[src/rtl/step_clock_gen.sv]
// step_clock_gen: turns a bouncy push-button (single-step mode) or a free-running
// divider (run mode) into clean, width-controlled cpu_clk pulses for the
// multicycle core, and counts the pulses issued for the debug display.
module step_clock_gen #(
    parameter int DEBOUNCE_CYCLES = 500000,
    parameter int RUN_DIV         = 25000000,
    parameter int HIGH_CYCLES     = 8,
    parameter int LOW_CYCLES      = 8
) (
    input  logic        clk,
    input  logic        rst,
    input  logic        btn,
    input  logic        run_en,
    input  logic        halt,
    output logic        cpu_clk,
    output logic        step_pulse,
    output logic        busy,
    output logic [15:0] step_count
);

    localparam int DB_W   = (DEBOUNCE_CYCLES > 1) ? $clog2(DEBOUNCE_CYCLES) : 1;
    localparam int DIV_W  = (RUN_DIV > 1) ? $clog2(RUN_DIV) : 1;
    localparam int PH_MAX = (HIGH_CYCLES > LOW_CYCLES) ? HIGH_CYCLES : LOW_CYCLES;
    localparam int PH_W   = (PH_MAX > 1) ? $clog2(PH_MAX) : 1;

    localparam logic [DB_W-1:0]  DB_LAST  = DB_W'(DEBOUNCE_CYCLES - 1);
    localparam logic [DIV_W-1:0] DIV_LAST = DIV_W'(RUN_DIV - 1);
    localparam logic [PH_W-1:0]  HI_LAST  = PH_W'(HIGH_CYCLES - 1);
    localparam logic [PH_W-1:0]  LO_LAST  = PH_W'(LOW_CYCLES - 1);

    typedef enum logic [1:0] {
        IDLE  = 2'd0,
        HIGH  = 2'd1,
        GUARD = 2'd2
    } state_t;

    // Front end: synchronisers, debouncer, edge detector, run divider
    logic             btn_meta_q, btn_meta_d;
    logic             btn_s_q,    btn_s_d;
    logic             run_meta_q, run_meta_d;
    logic             run_s_q,    run_s_d;
    logic             db_level_q, db_level_d;
    logic             db_prev_q,  db_prev_d;
    logic [DB_W-1:0]  db_cnt_q,   db_cnt_d;
    logic [DIV_W-1:0] div_cnt_q,  div_cnt_d;
    logic             btn_rise;
    logic             run_tick;

    // Pulse generator
    state_t           state_q,      state_d;
    logic [PH_W-1:0]  ph_cnt_q,     ph_cnt_d;
    logic             cpu_clk_q,    cpu_clk_d;
    logic             step_pulse_q, step_pulse_d;
    logic             busy_q,       busy_d;
    logic [15:0]      step_count_q, step_count_d;
    logic             trig;

    // State register for every flop in the block; reset clears everything at once
    // NOTE: sequential state uses non-blocking assignments so all flops sample the
    // pre-edge values, exactly like the hardware they describe.
    always_ff @(posedge clk or posedge rst) begin
        if (rst) begin
            btn_meta_q   <= 1'b0;
            btn_s_q      <= 1'b0;
            run_meta_q   <= 1'b0;
            run_s_q      <= 1'b0;
            db_level_q   <= 1'b0;
            db_prev_q    <= 1'b0;
            db_cnt_q     <= '0;
            div_cnt_q    <= '0;
            state_q      <= IDLE;
            ph_cnt_q     <= '0;
            cpu_clk_q    <= 1'b0;
            step_pulse_q <= 1'b0;
            busy_q       <= 1'b0;
            step_count_q <= '0;
        end else begin
            btn_meta_q   <= btn_meta_d;
            btn_s_q      <= btn_s_d;
            run_meta_q   <= run_meta_d;
            run_s_q      <= run_s_d;
            db_level_q   <= db_level_d;
            db_prev_q    <= db_prev_d;
            db_cnt_q     <= db_cnt_d;
            div_cnt_q    <= div_cnt_d;
            state_q      <= state_d;
            ph_cnt_q     <= ph_cnt_d;
            cpu_clk_q    <= cpu_clk_d;
            step_pulse_q <= step_pulse_d;
            busy_q       <= busy_d;
            step_count_q <= step_count_d;
        end
    end

    // Synchronise raw inputs, debounce the button, detect its rising edge, divide for run mode
    // NOTE: every variable written here gets a default first, so no path can
    // leave one unassigned and infer a latch.
    always_comb begin
        btn_meta_d = btn;
        btn_s_d    = btn_meta_q;
        run_meta_d = run_en;
        run_s_d    = run_meta_q;
        db_level_d = db_level_q;
        db_prev_d  = db_level_q;
        db_cnt_d   = '0;
        div_cnt_d  = '0;
        run_tick   = 1'b0;

        // The level only follows btn_s after a full run of mismatching samples
        if (btn_s_q != db_level_q) begin
            if (db_cnt_q == DB_LAST) begin
                db_level_d = btn_s_q;
            end else begin
                db_cnt_d = db_cnt_q + DB_W'(1);
            end
        end

        // Divider is parked at zero outside run mode so each run starts with a full period
        if (run_s_q) begin
            if (div_cnt_q == DIV_LAST) begin
                run_tick = 1'b1;
            end else begin
                div_cnt_d = div_cnt_q + DIV_W'(1);
            end
        end

        btn_rise = db_level_q & ~db_prev_q;
    end

    // Pulse FSM: accept a trigger only in IDLE, then run HIGH and GUARD to completion
    always_comb begin
        state_d      = state_q;
        ph_cnt_d     = ph_cnt_q;
        cpu_clk_d    = cpu_clk_q;
        step_pulse_d = 1'b0;
        step_count_d = step_count_q;

        // Triggers outside IDLE or under halt are dropped, never queued
        trig = (state_q == IDLE) && !halt && (run_s_q ? run_tick : btn_rise);

        case (state_q)
            IDLE: begin
                if (trig) begin
                    state_d      = HIGH;
                    ph_cnt_d     = '0;
                    cpu_clk_d    = 1'b1;
                    step_pulse_d = 1'b1;
                    step_count_d = step_count_q + 16'd1;
                end
            end
            HIGH: begin
                if (ph_cnt_q == HI_LAST) begin
                    state_d   = GUARD;
                    ph_cnt_d  = '0;
                    cpu_clk_d = 1'b0;
                end else begin
                    ph_cnt_d = ph_cnt_q + PH_W'(1);
                end
            end
            GUARD: begin
                if (ph_cnt_q == LO_LAST) begin
                    state_d  = IDLE;
                    ph_cnt_d = '0;
                end else begin
                    ph_cnt_d = ph_cnt_q + PH_W'(1);
                end
            end
            default: begin
                state_d   = IDLE;
                ph_cnt_d  = '0;
                cpu_clk_d = 1'b0;
            end
        endcase

        busy_d = (state_d != IDLE);
    end

    assign cpu_clk    = cpu_clk_q;
    assign step_pulse = step_pulse_q;
    assign busy       = busy_q;
    assign step_count = step_count_q;

endmodule

[config.mk]
export PLATFORM = sky130hd
export DESIGN_NAME = step_clock_gen
export DESIGN_NICKNAME = d
export VERILOG_FILES = /design/src/rtl/step_clock_gen.sv
export SDC_FILE = /design/constraint.sdc
export NUM_CORES = 1
export LEC_CHECK = 0
export CAP_MARGIN = 10
export CORE_MARGIN = 10
export CORE_UTILIZATION = 60
export CTS_CLUSTER_SIZE = 40
export DETAILED_ROUTE_END_ITERATION = 10
export GPL_TIMING_DRIVEN = 0
export PLACE_DENSITY = 0.81
export SETUP_SLACK_MARGIN = 0.1
export SYNTH_ARGS = -nofsm -noshare
export SYNTH_HDL_FRONTEND = slang
export SYNTH_SLANG_ARGS = --single-unit
[constraint.sdc]
create_clock -name clk -period 5.65 [get_ports clk]
set_clock_uncertainty 0.15 [all_clocks]
set_input_delay 1.13 -clock clk [delete_from_list [all_inputs] [get_ports clk]]
set_output_delay 1.13 -clock clk [all_outputs]
set_load 0.03 [all_outputs]
==> results of run 1 <==
-- where the power goes --
group	total [mW]	switching [mW]	internal, mW
combinational	0.0257	0.0185	0.00726
clock	0.538	0.200	0.338
sequential	0.538	0.00438	0.534
-- worst paths after layout --
check                                 to  slack (ns)  cells past startpoint
setup / recovery           step_count[3]        2.81                      1
hold / removal                   btn_s_q        0.20                      0
setup reg to reg           step_count[1]        3.20                      7
hold reg to reg                  btn_s_q        0.20                      0
max in group asynchronous   div_cnt_q[4]        3.61                      2
min in group asynchronous    db_cnt_q[2]        1.19                      2
-- cells in the mapped netlist --
library cell                 n  area share (%)
sky130_fd_sc_hd__xnor2_1    20             4.9
sky130_fd_sc_hd__nor3_2      9             2.5
sky130_fd_sc_hd__or2_2       1            0.18
sky130_fd_sc_hd__o21ai_0     8             1.1
sky130_fd_sc_hd__inv_1      13             1.4
sky130_fd_sc_hd__nand3_1    23             3.2
sky130_fd_sc_hd__a211oi_1    1            0.21
sky130_fd_sc_hd__dfrtp_1    74              52
sky130_fd_sc_hd__or4bb_1     1            0.32
sky130_fd_sc_hd__and4b_1     1            0.28
sky130_fd_sc_hd__nor3_1      5            0.70
sky130_fd_sc_hd__ha_1        9             3.2
sky130_fd_sc_hd__and3_1     12             2.1
sky130_fd_sc_hd__a21oi_1     1            0.14
sky130_fd_sc_hd__nand4b_1    3            0.74
sky130_fd_sc_hd__nand2_1    21             2.2
sky130_fd_sc_hd__nand4bb_1   2            0.63
sky130_fd_sc_hd__nand4_1    12             2.1
sky130_fd_sc_hd__nand3_4     1            0.49
sky130_fd_sc_hd__and4_1      1            0.25
sky130_fd_sc_hd__nor2_1     60             6.3
sky130_fd_sc_hd__or3_1       1            0.18
sky130_fd_sc_hd__nor4_4      1            0.60
sky130_fd_sc_hd__and2_1      4            0.70
sky130_fd_sc_hd__buf_2       4            0.56
sky130_fd_sc_hd__xor2_1     36             8.9
sky130_fd_sc_hd__nor4_1      6             1.1
sky130_fd_sc_hd__buf_4       1            0.21
sky130_fd_sc_hd__nor2b_1     1            0.18
sky130_fd_sc_hd__a21o_1      1            0.21
sky130_fd_sc_hd__a31oi_1     2            0.35
sky130_fd_sc_hd__mux2_2      2            0.63
sky130_fd_sc_hd__nor4_2      1            0.35
sky130_fd_sc_hd__nand2b_1    2            0.35
sky130_fd_sc_hd__clkbuf_1    4            0.42
-- layout make-up --
class / count / share of cell area [%]
clock buffer: 9 / 2.99
timing repair buffer: 23 / 5.56
sequential: 74 / 44.8
tap: 72 / 2.18
inverter: 13 / 1.24
multi-input combinational: 248 / 38.8
clock inverter: 7 / 3.42
buffer: 9 / 1.03
-- cells in the final DEF, fill, tap and decap left out, drive strengths merged --
master and count:
bufinv 4, a31oi 2, mux2 2, and4 1, nand2b 2, inv 13, clkbuf 13, a211oi 1
or3 1, nand4b 3, nand2 21, nor2 60, nor3 14, clkinvlp 1, nand3 24, nand4bb 2
ha 9, buf 5, a21oi 1, a21o 1, xnor2 20, o21ai 8, or2 1, xor2 36
nand4 12, dfrtp 74, and3 12, nor4 8, or4bb 1, clkdlybuf4s50 23, clkinv 2, and4b 1
nor2b 1, and2 4
-- registers in the layout, summed over array words and instances (netlist names) --
name / count
div_cnt_q: 25
db_cnt_q: 19
ph_cnt_q: 3
step_pulse: 1
db_level_q: 1
run_s_q: 1
state_q: 2
cpu_clk: 1
btn_s_q: 1
btn_meta_q: 1
run_meta_q: 1
db_prev_q: 1
busy: 1
step_count: 16
-- through the flow --
stage          utilization, %  power, mW  setup slack (ns)  area [sq um]
2_1_floorplan               -      0.566              2.49          3550
3_3_place_gp             69.0      0.575              1.39          3870
3_5_place_dp             69.1      0.576              2.43          3870
4_1_cts                  73.8       1.11              2.79          4140
5_1_grt                  73.8       1.13              2.70          4140
6_report                 73.8       1.10              2.81          4140
-- cell families after synthesis --
group | share of synthesized area [%]
multiplexers | 0.634
AND/OR/NAND/NOR | 25.6
AO/OA/AOI/OAI | 2.04
flip-flops | 52.2
buffers and inverters | 2.57
XOR/XNOR | 13.8
adder cells (fa/ha/maj) | 3.17
-- routing by layer --
layer | wire length, um | track usage, % | vias up
li1 | - | - | 1229
met1 | 3130 | 18.6 | 1229
met2 | 3330 | 24.2 | 30
met3 | 236 | 3.62 | 11
met4 | 128 | 7.10 | 0
met5 | 0 | 0 | -
==> results.cfg, run 1 <==
[setup_path]
worstPathRequired_ns = 4.37
critical-path-top-delay-family = buffers and inverters
critical_path_class = flop to primary output
setup.worst_path.start = step_count[3]
crit_path_end_kind = primary output
path_buf_inv = 1
worst_path_largest_cell_delay_ns = 0.73
critical_path_startpoint_category = flop
regToRegStartpoint = state_q[1]
worst_path_slowest_cell = sky130_fd_sc_hd__clkdlybuf4s50_1
critical_path.max_fanout = 7
crit_path_cell_chain = clkdlybuf4s50_1
cp_data_arrival_time_ns = 1.56

[pwr]
power-per-cell-area_mw_per_mm2 = 266
power.leakage_nw = 1.87
vdd_ir_drop_max_v = 0.000176

[yosys]
synth_nets = 358
syn_area_sq_mm = 0.00355
postSynthRegisterBits = 74
synth_warnings = 0
synth_sequential_area_ratio_pct = 52.2
post_synth_num_cell_types = 35
synthesis.area_per_instance_sq_um = 10.3
synth_cells = 344

[final_layout]
share_of_layout_cells_above_drive_strength_1_pct = 9.66
reg_area_sq_mm = 0.00185
multiInputGateArea_sq_mm = 0.00161
synthToLayoutAreaGrowth_pct = 16.6
stdcell_count = 455
antenna-diode-count = 0
final.fill_count = 405
design.final.nets = 392

[place]
portBuffers = 23
detailed_place_hpwl_um = 4670
gpl.final_weighted_congestion = 0.863
place_inst = 439

[sta]
finalSetupViolCount = 0
hold_violations = 0
finalSetupTns_ns = 0
final.min_clock_period_ns = 2.84
tightest_slew_ns = 0.883
slew-limit-headroom_pct = 41.1
rsz_0062_raised_after_global_routing = false
worst_hold_slack_ns = 0.203
timing_max_transition_violations_final = 0
layout_worst_path_cycle_share_pct = 50.2
fmax_ghz = 0.352

[routing]
drcViolationCount = 0
drt_first_pass_iters = 4
routedWlPerCell_um = 15.0
drt-initial-drc-count = 99
ratio_of_routed_vias_to_standard_cells = 5.49
via_count = 2499
antenna_violating_nets_post_route = 0
postRouteWirelength_um = 6820

[clock_network]
cts.htree.levels = 3
cts_tree = built
holdBufCountCts = 0
numClockSinks = 74
tritoncts.num_buffers = 9
cts-root-to-sink-buffers = 2
clockRootBuffer = sky130_fd_sc_hd__clkbuf_8
cts.reportedPaths.clkPinSlew_ns = 0.07
post_cts.resized_instances = 0
post-cts-setup-buffer-count = 0
clock_latency_ns = 0.35

[grt]
grt_start_max_net_pins = 75
grt-ovfl-total = 0
grt_pass1_vias = 2565
global_route_wire_length_before_repair_um = 11900
antenna_found_initial = 0
grtUsageTotal_pct = 15.1

[run_status]
status = finished clean

[job]
max_cap_violations = 0

[floorplan]
placementRows = 27
chipWidth_um = 96.9
fp.dieH_um = 96.9
coreArea_sq_mm = 0.00561
io-pin-count = 24
die_area_sq_mm = 0.00939
floorplan.initialDensity_pct = 63.3

[worst_hold_path]
worstHoldStart = btn_meta_q
hold_path.class = flop to flop
Power figures use the tool's default switching activity.
==> run 2: changes to the inputs <==
--- a/config.mk
+++ b/config.mk
@@ -7,11 +7,11 @@
 export LEC_CHECK = 0
 export CAP_MARGIN = 10
 export CORE_MARGIN = 10
-export CORE_UTILIZATION = 60
+export CORE_UTILIZATION = 58
 export CTS_CLUSTER_SIZE = 40
 export DETAILED_ROUTE_END_ITERATION = 10
 export GPL_TIMING_DRIVEN = 0
-export PLACE_DENSITY = 0.81
+export PLACE_DENSITY = 0.79
 export SETUP_SLACK_MARGIN = 0.1
 export SYNTH_ARGS = -nofsm -noshare
 export SYNTH_HDL_FRONTEND = slang
==> constraint.sdc (replaced) <==
create_clock -name clk -period 2.9 [get_ports clk]
set_clock_uncertainty 0.15 [all_clocks]
set_input_delay 0.58 -clock clk [delete_from_list [all_inputs] [get_ports clk]]
set_output_delay 0.58 -clock clk [all_outputs]
set_load 0.03 [all_outputs]
==> run 2 against run 1 <==
Effect of this change: setup slack lost 2.3 ns; non-clock buffer count is the same; die area grew 2.7%; sequential share of layout area grew 0.84 points; global-route usage shrank 0.99 points; via count is essentially flat; final cell count grew 0.66%.
==> results.cfg, run 2 (synthesis gave the netlist of run 1 again) <==
[run_status]
status = finished clean

[grt]
grt-ovfl-total = 0
grt_start_max_net_pins = 75
grt_pass1_vias = 2492
antenna_found_initial = 0
grtUsageTotal_pct = 14.1
global_route_wire_length_before_repair_um = 11400

[place]
cell_area_after_placement_sq_mm = 0.00388
detailed_place_hpwl_um = 4410
portBuffers = 23
gpl.final_weighted_congestion = 0.828
post-place-ws_ns = 0.266

[sta]
tightest_slew_ns = 0.880
fmax_ghz = 0.414
layout_worst_path_cycle_share_pct = 83.4
fin_ws_ns = 0.482
timing_max_transition_violations_final = 0
rsz_0062_raised_after_global_routing = false
hold_violations = 0
slew-limit-headroom_pct = 41.3
finalSetupViolCount = 0
final.min_clock_period_ns = 2.42

[job]
max_cap_violations = 0

[final_layout]
share_of_layout_cells_above_drive_strength_1_pct = 9.40
final_cell_area_sq_mm = 0.00406
synthToLayoutAreaGrowth_pct = 14.4
layout_commonest_cell = sky130_fd_sc_hd__dfrtp_1
largest_register_ff_count = 25
final.fill_count = 462
design.final.nets = 392
antenna-diode-count = 0
most-common-layout-cells = sky130_fd_sc_hd__dfrtp_1 (74), sky130_fd_sc_hd__nor2_1 (60), sky130_fd_sc_hd__xor2_1 (36), sky130_fd_sc_hd__nand3_1 (23), sky130_fd_sc_hd__clkdlybuf4s50_1 (23)
top_register = div_cnt_q
final_util_pct = 68.6

[floorplan]
placementRows = 28
fp.dieH_um = 98.2
io-pin-count = 24
coreArea_sq_mm = 0.00592
chipWidth_um = 98.2
die_area_sq_mm = 0.00965
floorplan.initialDensity_pct = 60.0

[pwr]
share_clk_of_total_power_pct = 41.2
vdd_ir_drop_max_v = 0.000351
comb_power_share_pct = 2.7
power-per-cell-area_mw_per_mm2 = 460
power.leakage_nw = 1.83
design_power_total_mw = 1.87
switchingPower_mw = 0.422
internal-power_mw = 1.45
seq_power_share_pct = 56.1
netSwitchingFraction_pct = 22.6

[clock_network]
cts.htree.levels = 3
clock_latency_ns = 0.35
tritoncts.num_buffers = 9
cts.reportedPaths.clkPinSlew_ns = 0.08
cts_tree = built
cts-root-to-sink-buffers = 2
post_cts.resized_instances = 0
post-cts-setup-buffer-count = 0
holdBufCountCts = 0
clockRootBuffer = sky130_fd_sc_hd__clkbuf_8
numClockSinks = 74

[routing]
routedWlPerCell_um = 14.2
drcViolationCount = 0
postRouteWirelength_um = 6490
via_count = 2497
antenna_violating_nets_post_route = 0
ratio_of_routed_vias_to_standard_cells = 5.45
drt-initial-drc-count = 86
drt_first_pass_iters = 4

[worst_hold_path]
hold_path.class = flop to flop

[setup_path]
critical_path.max_fanout = 10
critical_path_startpoint_category = flop
crit_path_end_kind = flop
critical_path_class = flop to flop
cp_data_arrival_time_ns = 2.51
worstPathRequired_ns = 2.99
## run 2: final cells by class
class	instances	area (sq um)	area share, %
clock inverter	6	57.6	1.42
tap	75	93.8	2.31
timing repair buffer	23	230	5.67
inverter	13	51.3	1.26
buffer	9	42.5	1.05
clock buffer	10	128	3.14
sequential	74	1850	45.6
multi-input combinational	248	1610	39.6
## run 2: layer usage
layer  share of wire, %  vias up  GRT usage [%]
li1                   -     1226              -
met1                 48     1237           16.8
met2                 47       25           22.8
met3                3.3        9           4.23
met4                1.6        0           6.39
met5                  0        -              0
## run 2: power by group through the flow
stage,clock network (mW),registers [mW],logic (mW)
floorplan,0,1.07,0.0350
global placement,0,1.07,0.0508
detailed placement,0,1.07,0.0519
CTS,0.785,1.05,0.0519
global route,0.829,1.05,0.0591
finish,0.769,1.05,0.0502
## run 2: through the flow
| stage | setup TNS (ns) | instances | hold slack (ns) |
|---|---|---|---|
| floorplan | 0 | 344 | 0.181 |
| global placement | -61.07 | 442 | 0.185 |
| detailed placement | 0 | 442 | 0.185 |
| CTS | 0 | 458 | 0.202 |
| global route | 0 | 458 | 0.205 |
| finish | 0 | 458 | 0.201 |
## run 2: worst paths after layout
path	end	start	slack (ns)	cells after the start
max in group asynchronous	db_cnt_q[15]	rst	1.42	2
worst max register to register	step_count[1]	state_q[1]	0.48	7
min in group asynchronous	step_count[12]	rst	0.62	2
worst min register to register	btn_s_q	btn_meta_q	0.20	0
worst max-delay path	step_count[1]	state_q[1]	0.48	7
worst min-delay path	btn_s_q	btn_meta_q	0.20	0
## run 2: worst max-delay path, stage by stage (launching register included)
cell and delay [ns]:
sky130_fd_sc_hd__dfrtp_1 0.44, sky130_fd_sc_hd__inv_1 0.09, sky130_fd_sc_hd__ha_1 0.17, sky130_fd_sc_hd__buf_2 0.17, sky130_fd_sc_hd__and4b_1 0.20, sky130_fd_sc_hd__a31oi_1 0.42
sky130_fd_sc_hd__buf_4 0.31, sky130_fd_sc_hd__mux2_2 0.35
